**config.mk**
```make
export PLATFORM = sky130hd
export DESIGN_NAME = pla_bist_sweep
export DESIGN_NICKNAME = d
export VERILOG_FILES = /design/src/rtl/pla_bist_sweep.sv
export SDC_FILE = /design/constraint.sdc
export NUM_CORES = 1
export LEC_CHECK = 0
export ABC_AREA = 1
export ABC_CLOCK_PERIOD_IN_PS = 1400
export BUFFER_PORTS_ARGS = -buffer_cell sky130_fd_sc_hd__buf_4
export CAP_MARGIN = 20
export CORE_ASPECT_RATIO = 1.5
export CORE_MARGIN = 3
export CORE_UTILIZATION = 45
export DETAILED_ROUTE_END_ITERATION = 12
export PLACE_DENSITY = 0.75
export SYNTH_ARGS = -nofsm -noshare
export SYNTH_HDL_FRONTEND = slang
export SYNTH_SLANG_ARGS = --single-unit
export TNS_END_PERCENT = 20
```
**constraint.sdc**
```tcl
create_clock -name clk -period 1.4 [get_ports clk]
set_input_delay 0.28 -clock clk [delete_from_list [all_inputs] [get_ports clk]]
set_output_delay 0.28 -clock clk [all_outputs]
set_load 0.03 [all_outputs]
```
**src/rtl/pla_bist_sweep.sv**
```systemverilog
// pla_bist_sweep: self-test stimulus source and response compactor for a
// 4-in/4-out PLA. Sweeps {A,B,C,D} exhaustively (0..15) or through a
// 15-state LFSR, folds F1..F4 into a 16-bit MISR and compares the result
// against a signature latched at start.
module pla_bist_sweep #(
  parameter int unsigned SETTLE = 2
) (
  input  logic        clk,
  input  logic        rst,
  input  logic        start,
  input  logic        mode,
  input  logic [15:0] exp_sig,
  input  logic        F1,
  input  logic        F2,
  input  logic        F3,
  input  logic        F4,
  output logic        A,
  output logic        B,
  output logic        C,
  output logic        D,
  output logic        busy,
  output logic        done,
  output logic        pass,
  output logic [15:0] signature,
  output logic [4:0]  vec_count
);

  typedef enum logic [1:0] {
    ST_IDLE,
    ST_SETTLE,
    ST_CAPTURE,
    ST_DONE
  } state_t;

  // Settle counter terminal value; unused when SETTLE is zero.
  localparam logic [3:0] SETTLE_LAST = (SETTLE == 0) ? 4'd0 : 4'(SETTLE - 1);
  // With no settle cycles each vector goes straight to its capture cycle.
  localparam state_t     FIRST_ST    = (SETTLE == 0) ? ST_CAPTURE : ST_SETTLE;

  state_t      state_q, state_d;
  logic [3:0]  vec_q,   vec_d;
  logic [3:0]  cnt_q,   cnt_d;
  logic        mode_q,  mode_d;
  logic [15:0] exp_q,   exp_d;
  logic [15:0] sig_q,   sig_d;
  logic [4:0]  vcnt_q,  vcnt_d;
  logic        pass_q,  pass_d;
  logic        busy_q,  busy_d;
  logic        done_q,  done_d;

  logic [15:0] misr_next;
  logic [3:0]  vec_adv;
  logic        last_vec;

  // MISR step, vector advance and end-of-sweep detection.
  always_comb begin
    misr_next = {sig_q[14:0], 1'b0} ^ (sig_q[15] ? 16'h1021 : 16'h0000)
              ^ {12'h000, F1, F2, F3, F4};
    vec_adv   = mode_q ? {vec_q[2:0], vec_q[3] ^ vec_q[2]} : vec_q + 4'd1;
    last_vec  = mode_q ? (vec_q == 4'b1000) : (vec_q == 4'b1111);
  end

  // Next-state and next-output logic.
  always_comb begin
    state_d = state_q;
    vec_d   = vec_q;
    cnt_d   = cnt_q;
    mode_d  = mode_q;
    exp_d   = exp_q;
    sig_d   = sig_q;
    vcnt_d  = vcnt_q;
    pass_d  = pass_q;

    unique case (state_q)
      ST_IDLE: begin
        if (start) begin
          mode_d  = mode;
          exp_d   = exp_sig;
          sig_d   = '0;
          vcnt_d  = '0;
          pass_d  = 1'b0;
          vec_d   = mode ? 4'b0001 : 4'b0000;
          cnt_d   = '0;
          state_d = FIRST_ST;
        end
      end
      ST_SETTLE: begin
        if (cnt_q == SETTLE_LAST) begin
          state_d = ST_CAPTURE;
        end else begin
          cnt_d = cnt_q + 4'd1;
        end
      end
      ST_CAPTURE: begin
        sig_d  = misr_next;
        vcnt_d = vcnt_q + 5'd1;
        cnt_d  = '0;
        if (last_vec) begin
          // pass is resolved at the final capture edge so it is valid
          // in the same cycle that done rises.
          state_d = ST_DONE;
          vec_d   = '0;
          pass_d  = (misr_next == exp_q);
        end else begin
          state_d = FIRST_ST;
          vec_d   = vec_adv;
        end
      end
      ST_DONE: begin
        state_d = ST_IDLE;
      end
      default: begin
        state_d = ST_IDLE;
      end
    endcase

    busy_d = (state_d == ST_SETTLE) || (state_d == ST_CAPTURE);
    done_d = (state_d == ST_DONE);
  end

  // State and output registers with synchronous reset.
  always_ff @(posedge clk) begin
    if (rst) begin
      state_q <= ST_IDLE;
      vec_q   <= '0;
      cnt_q   <= '0;
      mode_q  <= 1'b0;
      exp_q   <= '0;
      sig_q   <= '0;
      vcnt_q  <= '0;
      pass_q  <= 1'b0;
      busy_q  <= 1'b0;
      done_q  <= 1'b0;
    end else begin
      state_q <= state_d;
      vec_q   <= vec_d;
      cnt_q   <= cnt_d;
      mode_q  <= mode_d;
      exp_q   <= exp_d;
      sig_q   <= sig_d;
      vcnt_q  <= vcnt_d;
      pass_q  <= pass_d;
      busy_q  <= busy_d;
      done_q  <= done_d;
    end
  end

  assign {A, B, C, D} = vec_q;
  assign busy         = busy_q;
  assign done         = done_q;
  assign pass         = pass_q;
  assign signature    = sig_q;
  assign vec_count    = vcnt_q;

endmodule

```
; ---- Word-level counts from Yosys, hierarchy flattened
; Index checks and enable logic that the tools add are counted.
[totals]
ff_bits = 51
out_inout_bits = 28
word_cells = 58
[classes]
n_addsub = 3
eq_ne = 13
mux = 21
bitwise_logic = 3
reduce_logical = 8
[ops]
columns = operator, count
row1 = $pmux W16 S2, 1
row2 = $mux W4, 5
row3 = $eq A16 B16 Y1, 1
row4 = $mux W16, 1
row5 = $xor A16 B13 Y16, 1
row6 = $xor A16 B4 Y16, 1
row7 = $mux W13, 1
row8 = $pmux W4 S3, 1
row9 = $pmux W5 S2, 1
row10 = $add A4 B1 Y4 const B, 2
row11 = $eq A2 B2 Y1 const B, 4
row12 = $eq A4 B4 Y1 const B, 2
row13 = $pmux W2 S4, 1
row14 = $pmux W4 S2, 1
row15 = $mux W2, 3
row16 = $ne A2 B2 Y1 const B, 3
row17 = $reduce_and A3 Y1, 2
row18 = $add A5 B1 Y5 const B, 1
row19 = $mux W5, 1
row20 = $eq A2 B1 Y1 const B, 2
row21 = $eq A4 B1 Y1 const B, 1
row22 = $mux W1, 4
row23 = $reduce_and A2 Y1, 2
row24 = $reduce_bool A3 Y1, 1
row25 = 5 further kinds, 5

; ---- Logic depth before layout (Yosys ltp)
; Gate-level depths: netlist of the first run.
[logic_depth]
ltp_word = 6
mapped_depth = 11

; ---- Least setup slack after synthesis of the first run
; Ideal clock, no wire load.
[synth_path]
path_type = register -> register
from = reg vec_q[2]
to = reg busy_q (netlist: busy)
setup_time_ps = 118
arrival_time_ps = 1382
required_ps = 1282
slack_ps = -100
stages_incl_launch_ff = 8
path_buffers = 0
path_cell_list = dfxtp_1 o21ai_0 nor2_1 nand3_1 o21ai_0 ha_1 inv_1 nor2_1
[synth_between]
elab_chain_cells = 6
elab_cells_between_ends = 8
cone_classes = eq/ne (4) / mux (3) / reduce/logical (1)
[synth_rtl]
columns = element, line_no
row1 = "start, declared", 41  ; logic [3:0] vec_q, vec_d;
row2 = "start signal, assigned", 136  ; vec_q <= vec_d;
row3 = $eq A4 B4 Y1, 60  ; last_vec = mode_q ? (vec_q == 4'b1000) : (vec_q == 4'b1111);
row4 = $mux W1 *, 60
row5 = $mux W2 *, 98  ; if (last_vec) begin
row6 = $pmux W2 S4 *, 74  ; unique case (state_q)
row7 = net state_d[1], 40  ; state_t state_q, state_d;
row8 = $eq A2 B1 Y1 / $eq A2 B2 Y1 (equally long branches), 117  ; busy_d = (state_d == ST_SETTLE) || (state_d == ST_CAPTURE);
row9 = $logic_or A1 B1 Y1 *, 117
row10 = net busy_d, 48  ; logic busy_q, busy_d;
row11 = "end signal, assigned", 143  ; busy_q <= busy_d;
row12 = "end, declared", 48
; The timed path passes the listed nets; every way through them passes the cells marked *.
; A chain may end at the register's enable or synchronous reset.

; ---- Worst setup path after layout of the first run
[layout_path]
from = reg state_q[1]
to = reg vcnt_q[3] (netlist: vec_count[3])
[layout_between]
elab_chain_cells = 3
elab_cells_between_ends = 6
cone_classes = eq/ne (2) / mux (1) / reduce/logical (3)
[layout_rtl]
columns = element, line_no
row1 = "start, declared", 40
row2 = "start signal, assigned", 135  ; state_q <= state_d;
row3 = $eq A2 B2 Y1 / $logic_not A2 Y1 (equally long branches), 74
row4 = $reduce_bool A2 Y1 (no source line) / $ne A2 B2 Y1 (equally long branches), --
row5 = $reduce_and A2 Y1 (no source line), --
row6 = "end signal, assigned", 141  ; vcnt_q <= vcnt_d;
row7 = "end, declared", 46  ; logic [4:0] vcnt_q, vcnt_d;
; Several ways; a longest one is shown, not always the timed one.

==> results_dict.tcl, run 1 <==
set metrics [dict create \
    grt_overflow 0 \
    switching_share_pct 25.61 \
    die-width_um 65.07 \
    cp_slowest_stage_delay_ps 350 \
    setup_violations 0 \
    use_met2_pct 36.29 \
    peakVddDrop_v 0.0008031 \
    power_density_nw_per_um2 1062 \
    start_kind "flip-flop" \
    final_util_pct 62.69 \
    hp-start "rst" \
    path_cells "inv_2 > nor2_4 > buf_4 > nor2_8 > nand2_2 > buf_4 > o22ai_1" \
    cap_violations 0 \
    clk_latency_ps 310 \
    synth_compound_area_share_pct 16.79 \
    yosysSeqAreaShare_pct 43.36 \
    grt_pass1_wl_um 9225 \
    cts.clk_slew.worst_paths_ps 90 \
    hold_path.class "in -> reg" \
    cts_made_buffers 5 \
    globalplace.congestion 0.8321 \
    synth_area_um2 2355 \
    holdBufCountCts 0 \
    clockBufferDepth 2 \
    synth_area_leaders "dfxtp_1 43%, nand2_1 11%, inv_1 7.5%, o21ai_0 5.5%, o22ai_1 5.0%" \
    yosys.area_share.simple_pct 24.12 \
    grt_usage_pct 19.07 \
    cp.arrival_ps 1540 \
    detail_route.iter0.violations 91 \
    reg2reg_depth 7 \
    crit_type "reg -> reg" \
    grt_max_degree 17 \
    grt-busiest-layer "met2" \
    cts_root_buf "clkbuf_8" \
    cts_num_sinks 51 \
    yosys.area_share.adder_pct 2.657 \
    syn_inst 325 \
    first_global_vias 2198 \
    fmax_ghz 0.7416 \
    whs_ps 185.9 \
    dpl.cell_count 444 \
    status "completed" \
    synth_fp_nets 354 \
    ys_types 31 \
    slew_violations 0 \
    synth_top_family_by_area "simple AND/OR/NAND/NOR gates" \
    worstSetupStartpoint "state_q[1]$_SDFF_PP0_" \
    muxShareOfSynthArea_pct 0 \
    nNetsFinal 417 \
    ys.warnings.count 0 \
    rows 31 \
    seq_power_share_pct 47.8 \
    endpoint "vec_count[3]$_SDFFE_PP0P_" \
    finalPower_mw 3.280 \
    initial_core_util_pct 47.80 \
    synth_top_area_cell "dfxtp_1" \
    synth_top_area_share_pct 43.36 \
    grt.met1_usage_pct 20.47 \
    end_kind "flip-flop" \
    io_pins 52 \
    final_antenna_net_count 0 \
    htree_levels 2 \
    post_drt_wl_per_cell_um 12.57 \
    crit_top_cell "buf_4" \
    period_minus_slack_ps 1348 \
    first_pass_iters 4 \
    yosys.area_share.xor_xnor_pct 2.604 \
    crit_fanout 11 \
    reg2reg_from "state_q[1]$_SDFF_PP0_" \
    p_clk_share_pct 37.2 \
    use_met3_pct 2.976 \
    p_sw_mw 0.8402 \
    r2r-end "vec_count[3]$_SDFFE_PP0P_" \
    drc_errors 0 \
    drt-total-wl_um 5720 \
    die_h_um 94.60 \
    cts_tree "yes" \
    finalHoldViolCount 0 \
    drive_gt1_share_pct 27.25 \
    internal_power_mw 2.440 \
    ys_ff_latch 51 \
    dieArea_um2 6155 \
    port_buffers 51 \
    fin_skew_ps 9.900 \
    layout.cells.non_filler 455 \
    leakagePower_nw 1.359 \
    antenna_found_initial 0 \
    worst_slack_ps 51.64 \
    post-dp-hpwl_um 4211 \
    vias_per_cell 4.993 \
    place_ws_ps -49.14 \
    diodes 0 \
    worst_pin_slew_ps 305.7 \
    p_comb_share_pct 15.0 \
    synth_area_per_cell_um2 7.245 \
    fin_crit_sh_pct 96.31 \
    core_um2 4926 \
    crit_slowest_cell "dfxtp_1" \
    required_ps 1590 \
    rrSetupSlack_ps 50 \
    syn_to_final_growth_pct 31.14 \
    vias 2272 \
    slew_headroom_pct 79.59 \
]
per-layer routing:
metal	vias to the layer above	share of wire [%]
met3	9	3.9
met4	0	2.1
met1	1044	40
met5	-	0
li1	1172	-
met2	47	54
worst min path at each step:
stage | to | slack [ps] | depth (start not counted)
2_1_floorplan | exp_q[4]$_SDFFE_PP0P_ | 440 | 2
3_3_place_gp | exp_q[6]$_SDFFE_PP0P_ | 460 | 2
3_5_place_dp | exp_q[2]$_SDFFE_PP0P_ | 470 | 2
4_1_cts | done$_SDFF_PP0_ | 190 | 2
5_1_grt | done$_SDFF_PP0_ | 200 | 2
6_report | done$_SDFF_PP0_ | 190 | 2
cell families (layout without fill, tap and decap cells):
family                     count (synthesis)  count (layout)
adders and majority gates                  5               5
and+or+nand+nor                          129             129
DFF                                       51              51
AOI/OAI and AO/OA                         71              71
buffers and inverters                     62             126
xor gates and xnor gates                   7               7
synth_stat cells:
library cell,instances
nand2_1,70
dfxtp_1,51
inv_1,47
nor2_1,31
o21ai_0,26
a21oi_1,19
o22ai_1,19
nand3_1,12
inv_2,6
clkbuf_1,5
ha_1,5
xnor2_1,4
nand3b_1,3
nor3_1,3
xor2_1,3
a21boi_0,2
buf_2,2
nand2_2,2
nor2_4,2
o21ai_1,2
a221oi_1,1
a32o_1,1
and2_1,1
buf_4,1
buf_6,1
nand2_4,1
nand4_1,1
nor2_2,1
nor2_8,1
o31ai_1,1
or2_2,1
area by class of cell:
class / instances / area (µm²)
repair buffers: 65 / 488.0
inverters: 53 / 201.4
well taps: 66 / 82.58
clock inverters: 3 / 67.56
fillers: 440 / 1838
flip-flops and latches: 51 / 1036
multi-input cells: 212 / 1144
clock buffers: 5 / 68.82
sequential cells by signal, summed over array words and instances, names as in the netlist:
| name | count |
|---|---|
| exp_q | 16 |
| signature | 16 |
| vec_count | 5 |
| cnt_q | 4 |
| vec_q | 4 |
| state_q | 2 |
| busy | 1 |
| done | 1 |
| mode_q | 1 |
| pass | 1 |
power by group through the flow:
stage | Sequential (mW) | Combinational, mW | Clock [mW]
3_5_place_dp | 1.60 | 0.450 | 0
5_1_grt | 1.58 | 0.555 | 1.28
4_1_cts | 1.56 | 0.455 | 1.23
3_3_place_gp | 1.59 | 0.440 | 0
6_report | 1.57 | 0.491 | 1.22
2_1_floorplan | 1.61 | 0.277 | 0
worst max-delay path, delay by kind of cell (launching register included):
family | cells | cell delay [ps]
compound gates | 1 | 90
simple gates | 3 | 340
buf+inv | 3 | 450
flops | 1 | 350
timing repair:
| action | CTS | global route |
|---|---|---|
| buffers inserted | 0 | 3 |
| gates resized for setup | 4 | 19 |
| setup endpoints to repair | 2 | 16 |
| pin swaps | 0 | 5 |
| endpoints found under the hold margin | 0 | 0 |
placed cells by master, fill, tap and decap left out, drive strengths merged:
cell type,n
a21boi,2
a21oi,19
a221oi,1
a32o,1
and2,1
buf,65
bufinv,2
clkbuf,5
clkinvlp,1
dfxtp,51
ha,5
inv,53
nand2,73
nand3,12
nand3b,3
nand4,1
nor2,35
nor3,3
o21ai,28
o22ai,19
o31ai,1
or2,1
xnor2,4
xor2,3
through the flow:
step | TNS [ps] | area, µm²
6_report | 0 | 3088
5_1_grt | -185.2 | 3088
4_1_cts | 0 | 3005
3_5_place_dp | -49.14 | 2860
3_3_place_gp | 0 | 2860
2_1_floorplan | 0 | 2360
Note: power is estimated with default switching activity, not from simulation.
==> run 2: changes to the inputs <==
- CTS_BUF_LIST: not set -> sky130_fd_sc_hd__clkbuf_2
==> run 2 against run 1 <==
- core utilization down 0.30 points
- sequential power about the same
- routed wire length down 1.0%
- maximum frequency down 3.3%
- non-clock buffer count up 2
- worst setup slack worse by 46 ps
- total power down 8.3%
- combinational power down 3%
- critical path depth down 5
- clock skew up 20 ps
- via count down 0.26%
- clock-buffer cell count unchanged
- critical path type is now reg -> out
- largest cell class unchanged
- largest power group unchanged
==> results_dict.tcl, run 2 (synthesized netlist as in run 1, its figures left out) <==
set metrics [dict create \
    slew_violations 0 \
    critPathBufInv 2 \
    vias_per_cell 4.958 \
    rrSetupSlack_ps 20 \
    drc_errors 0 \
    clk_latency_ps 440 \
    cts_made_buffers 5 \
    core_um2 4926 \
    antenna_found_initial 0 \
    rsz0062_at_grt "true" \
    status "completed" \
    worst_slack_ps 5.766 \
    detail_route.iter0.violations 89 \
    die_h_um 94.60 \
    crit_slowest_cell "dfxtp_2" \
    fin_crit_sh_pct 99.59 \
    leakagePower_nw 1.360 \
    place_ws_ps -49.14 \
    finalHoldViolCount 0 \
    grt.met1_usage_pct 20.18 \
    cts.clk_slew.worst_paths_ps 270 \
    cp_slowest_stage_delay_ps 400 \
    fmax_ghz 0.7172 \
    rows 31 \
    finalInstanceArea_um2 3073 \
    nFillCells 446 \
    cts_tree "yes" \
    power_density_nw_per_um2 978.8 \
    period_minus_slack_ps 1394 \
    required_ps 1120 \
    cap_violations 0 \
    nNetsFinal 419 \
    vias 2266 \
    first_global_vias 2185 \
    seq_area_um2 1041 \
    grt_pass1_wl_um 9114 \
    globalplace.congestion 0.8321 \
    final_cell_mix "65 x nand2_1, 62 x buf_4, 45 x inv_1" \
    critical_path.top_delay_family "flip-flops" \
    multi_input_area_um2 1131 \
    grt_overflow 0 \
    port_buffers 51 \
    final_antenna_net_count 0 \
    crit_type "reg -> out" \
    end_kind "output port" \
    path_cells "buf_4 > buf_6" \
    post_drt_wl_per_cell_um 12.39 \
    clockBufferDepth 2 \
    start_kind "flip-flop" \
    syn_to_final_growth_pct 30.50 \
    dpl.cell_count 444 \
    dieArea_um2 6155 \
    drive_gt1_share_pct 29.16 \
    post-dp-hpwl_um 4211 \
    slew_headroom_pct 78.73 \
    grt_usage_pct 18.80 \
    die-width_um 65.07 \
    crit_fanout 3 \
    initial_core_util_pct 47.80 \
    cts_num_sinks 51 \
    diodes 0 \
    htree_levels 2 \
    cp.arrival_ps 1110 \
    io_pins 52 \
    hold_path.class "in -> reg" \
    peakVddDrop_v 0.0006121 \
    first_pass_iters 4 \
    grt_max_degree 17 \
    whs_ps 48.05 \
    grt-busiest-layer "met2" \
    worst_pin_slew_ps 318.5 \
    cts_root_buf "clkbuf_2" \
    use_met2_pct 35.87 \
    drt-total-wl_um 5661 \
    place_area_um2 2860 \
    setup_violations 0 \
    fin_skew_ps 29.81 \
    layout.cells.non_filler 457 \
    use_met3_pct 2.976 \
    holdBufCountCts 0 \
    layout_commonest_cell "nand2_1" \
]
==> run 2: changes by cell type in the layout (fill, tap and decap cells not counted), moves of 2 or more <==
| cell | delta |
|---|---|
| clkbuf_8 | -5 |
| dfxtp_2 | +7 |
| nand2_2 | +2 |
| buf_6 | +5 |
| clkbuf_2 | +5 |
| buf_4 | -3 |
| dfxtp_1 | -6 |
==> run 2: layer usage <==
layer	routed length (µm)	share of wire, %
met4	106	1.9
met2	3057	54
met5	0	0
met1	2265	40
met3	231	4.1
==> run 2: cell type report <==
class | count | share of cell area [%]
clock buffer | 5 | 0.8143
clock inverter | 3 | 2.199
inverter | 53 | 6.637
multi-input combinational | 212 | 36.81
sequential | 51 | 33.88
tap | 66 | 2.687
timing repair buffer | 67 | 16.98
==> run 2: final timing paths <==
| kind | start | end | depth (start not counted) |
|---|---|---|---|
| min reg2reg | exp_q[2]$_SDFFE_PP0P_ | exp_q[2]$_SDFFE_PP0P_ | 2 |
| max reg2reg | vec_q[0]$_SDFFE_PP0P_ | busy$_SDFF_PP0_ | 9 |
| max | signature[15]$_SDFFE_PP0P_ | signature[15] | 2 |
| min | rst | done$_SDFF_PP0_ | 2 |
==> run 2: report_power, final <==
part | switching, mW | internal (mW)
registers | 0.0471 | 1.52
clock network | 0.481 | 0.478
logic | 0.278 | 0.199
==> run 2: metrics by stage <==
stage,util (%),power (mW),setup TNS [ps]
floorplan,-,1.882,0
global placement,58.06,2.033,0
detailed placement,58.06,2.046,-49.14
CTS,60.45,2.998,-8.807
global route,62.38,3.141,-206.2
finish,62.38,3.008,0
==> run 2: repair_timing <==
item / in CTS / in global routing
resized for setup: 8 / 24
cloned: 0 / 0
endpoints found under the setup margin: 4 / 20
buffers inserted: 1 / 4
pin swaps: 0 / 12
==> run 3: changes to the inputs <==
- RECOVER_POWER: not set -> 100
==> run 3 against run 2 <==
- the run now ends with setup timing left
- register-to-register slack about the same
- routed wire length is 0.16% lower
- sequential share of layout area about the same
- sequential power hardly changed
- clock-buffer cell count did not move
- global-route usage unchanged
- maximum frequency down 0.50%
- clock power barely moved
- non-clock buffer count stayed put
- hold slack is essentially flat
- sequential cell count is the same
- worst setup slack lost 7.0 ps
==> results_dict.tcl, run 3 (synthesized netlist as in run 1, its figures left out) <==
set metrics [dict create \
    status "finished, violations left" \
    violations "setup timing" \
    worst_slack_ps -1.236 \
    required_ps 1120 \
    setup-tns-final_ps -1.236 \
    finalHoldViolCount 0 \
    fin_skew_ps 35.17 \
    nNetsFinal 419 \
    antenna_found_initial 0 \
    nFillCells 446 \
    peakVddDrop_v 0.0006120 \
    cts_tree "yes" \
    leakagePower_nw 1.359 \
    grt-busiest-layer "met2" \
    layout_commonest_cell "nand2_1" \
    drc_errors 0 \
    use_met2_pct 35.87 \
    cp.arrival_ps 1120 \
    fin_crit_sh_pct 100.1 \
    grt_overflow 0 \
    first_global_vias 2185 \
    power_density_nw_per_um2 980.2 \
    final_antenna_net_count 0 \
    vias_per_cell 4.941 \
    slew_violations 0 \
    clockBufferDepth 2 \
    drt-total-wl_um 5652 \
    port_buffers 51 \
    clk_latency_ps 440 \
    end_kind "output port" \
    cts_root_buf "clkbuf_2" \
    detail_route.iter0.violations 88 \
    globalplace.congestion 0.8321 \
    crit_type "reg -> out" \
    cts_made_buffers 5 \
    post_drt_wl_per_cell_um 12.37 \
    crit_fanout 3 \
    die-width_um 65.07 \
    worst_pin_slew_ps 317.5 \
    dieArea_um2 6155 \
    post-dp-hpwl_um 4211 \
    grt_pass1_wl_um 9114 \
    cap_violations 0 \
    vias 2258 \
    grt_usage_pct 18.80 \
    syn_to_final_growth_pct 30.34 \
    initial_core_util_pct 47.80 \
    first_pass_iters 4 \
    cts_num_sinks 51 \
    final_cell_mix "65 x nand2_1, 61 x buf_4, 45 x inv_1" \
    rows 31 \
    period_minus_slack_ps 1401 \
    fmax_ghz 0.7137 \
    use_met3_pct 2.976 \
    hold_path.class "in -> reg" \
    place_ws_ps -49.14 \
    rsz0062_at_grt "true" \
    io_pins 52 \
    place_area_um2 2860 \
    whs_ps 48.21 \
    holdBufCountCts 0 \
    htree_levels 2 \
    diodes 0 \
    grt_max_degree 17 \
    finalInstanceArea_um2 3069 \
    core_um2 4926 \
    die_h_um 94.60 \
    slew_headroom_pct 78.80 \
    grt.met1_usage_pct 20.18 \
    cts.clk_slew.worst_paths_ps 280 \
    setup_violations 1 \
    final_util_pct 62.31 \
    start_kind "flip-flop" \
    drive_gt1_share_pct 28.90 \
]
-- run 3: final timing paths --
kind / from / end / slack, ps / cells past startpoint
max: signature[15]$_SDFFE_PP0P_ / signature[15] / -1 / 2
min: rst / done$_SDFF_PP0_ / 50 / 2
max reg2reg: vec_q[0]$_SDFFE_PP0P_ / busy$_SDFF_PP0_ / 20 / 9
min reg2reg: exp_q[2]$_SDFFE_PP0P_ / exp_q[2]$_SDFFE_PP0P_ / 490 / 2
-- run 3: final cells by class --
type	count	area, µm²	share of cell area [%]
inverters	53	203.9	6.645
multi-input cells	212	1131	36.85
flip-flops and latches	51	1040	33.88
repair buffers	67	519.2	16.92
well taps	66	82.58	2.691
clock buffers	5	25.02	0.8153
clock inverters	3	67.56	2.201
-- run 3: critical path, stage by stage (launching register included) --
cell,delay [ps]
dfxtp_2,400
buf_4,150
buf_6,130
-- run 3: per-layer routing --
metal,up-vias,share of wire [%]
li1,1173,-
met1,1028,40
met2,49,54
met3,8,4.5
met4,0,1.9
met5,-,0
-- run 3: where the power goes --
| group | internal (mW) | switching (mW) |
|---|---|---|
| registers | 1.52 | 0.0470 |
| clock network | 0.478 | 0.484 |
| logic | 0.197 | 0.278 |
-- run 3: timing repair --
item	in CTS	in global routing
resized for setup	8	24
pin swaps	0	12
cloned	0	0
endpoints found under the setup margin	4	20
setup buffers	1	4
-- run 3: through the flow --
stage	cells	power (mW)
after floorplan	325	1.882
after global placement	444	2.033
after detailed placement	444	2.046
after CTS	453	2.998
after global routing	457	3.139
final	457	3.008
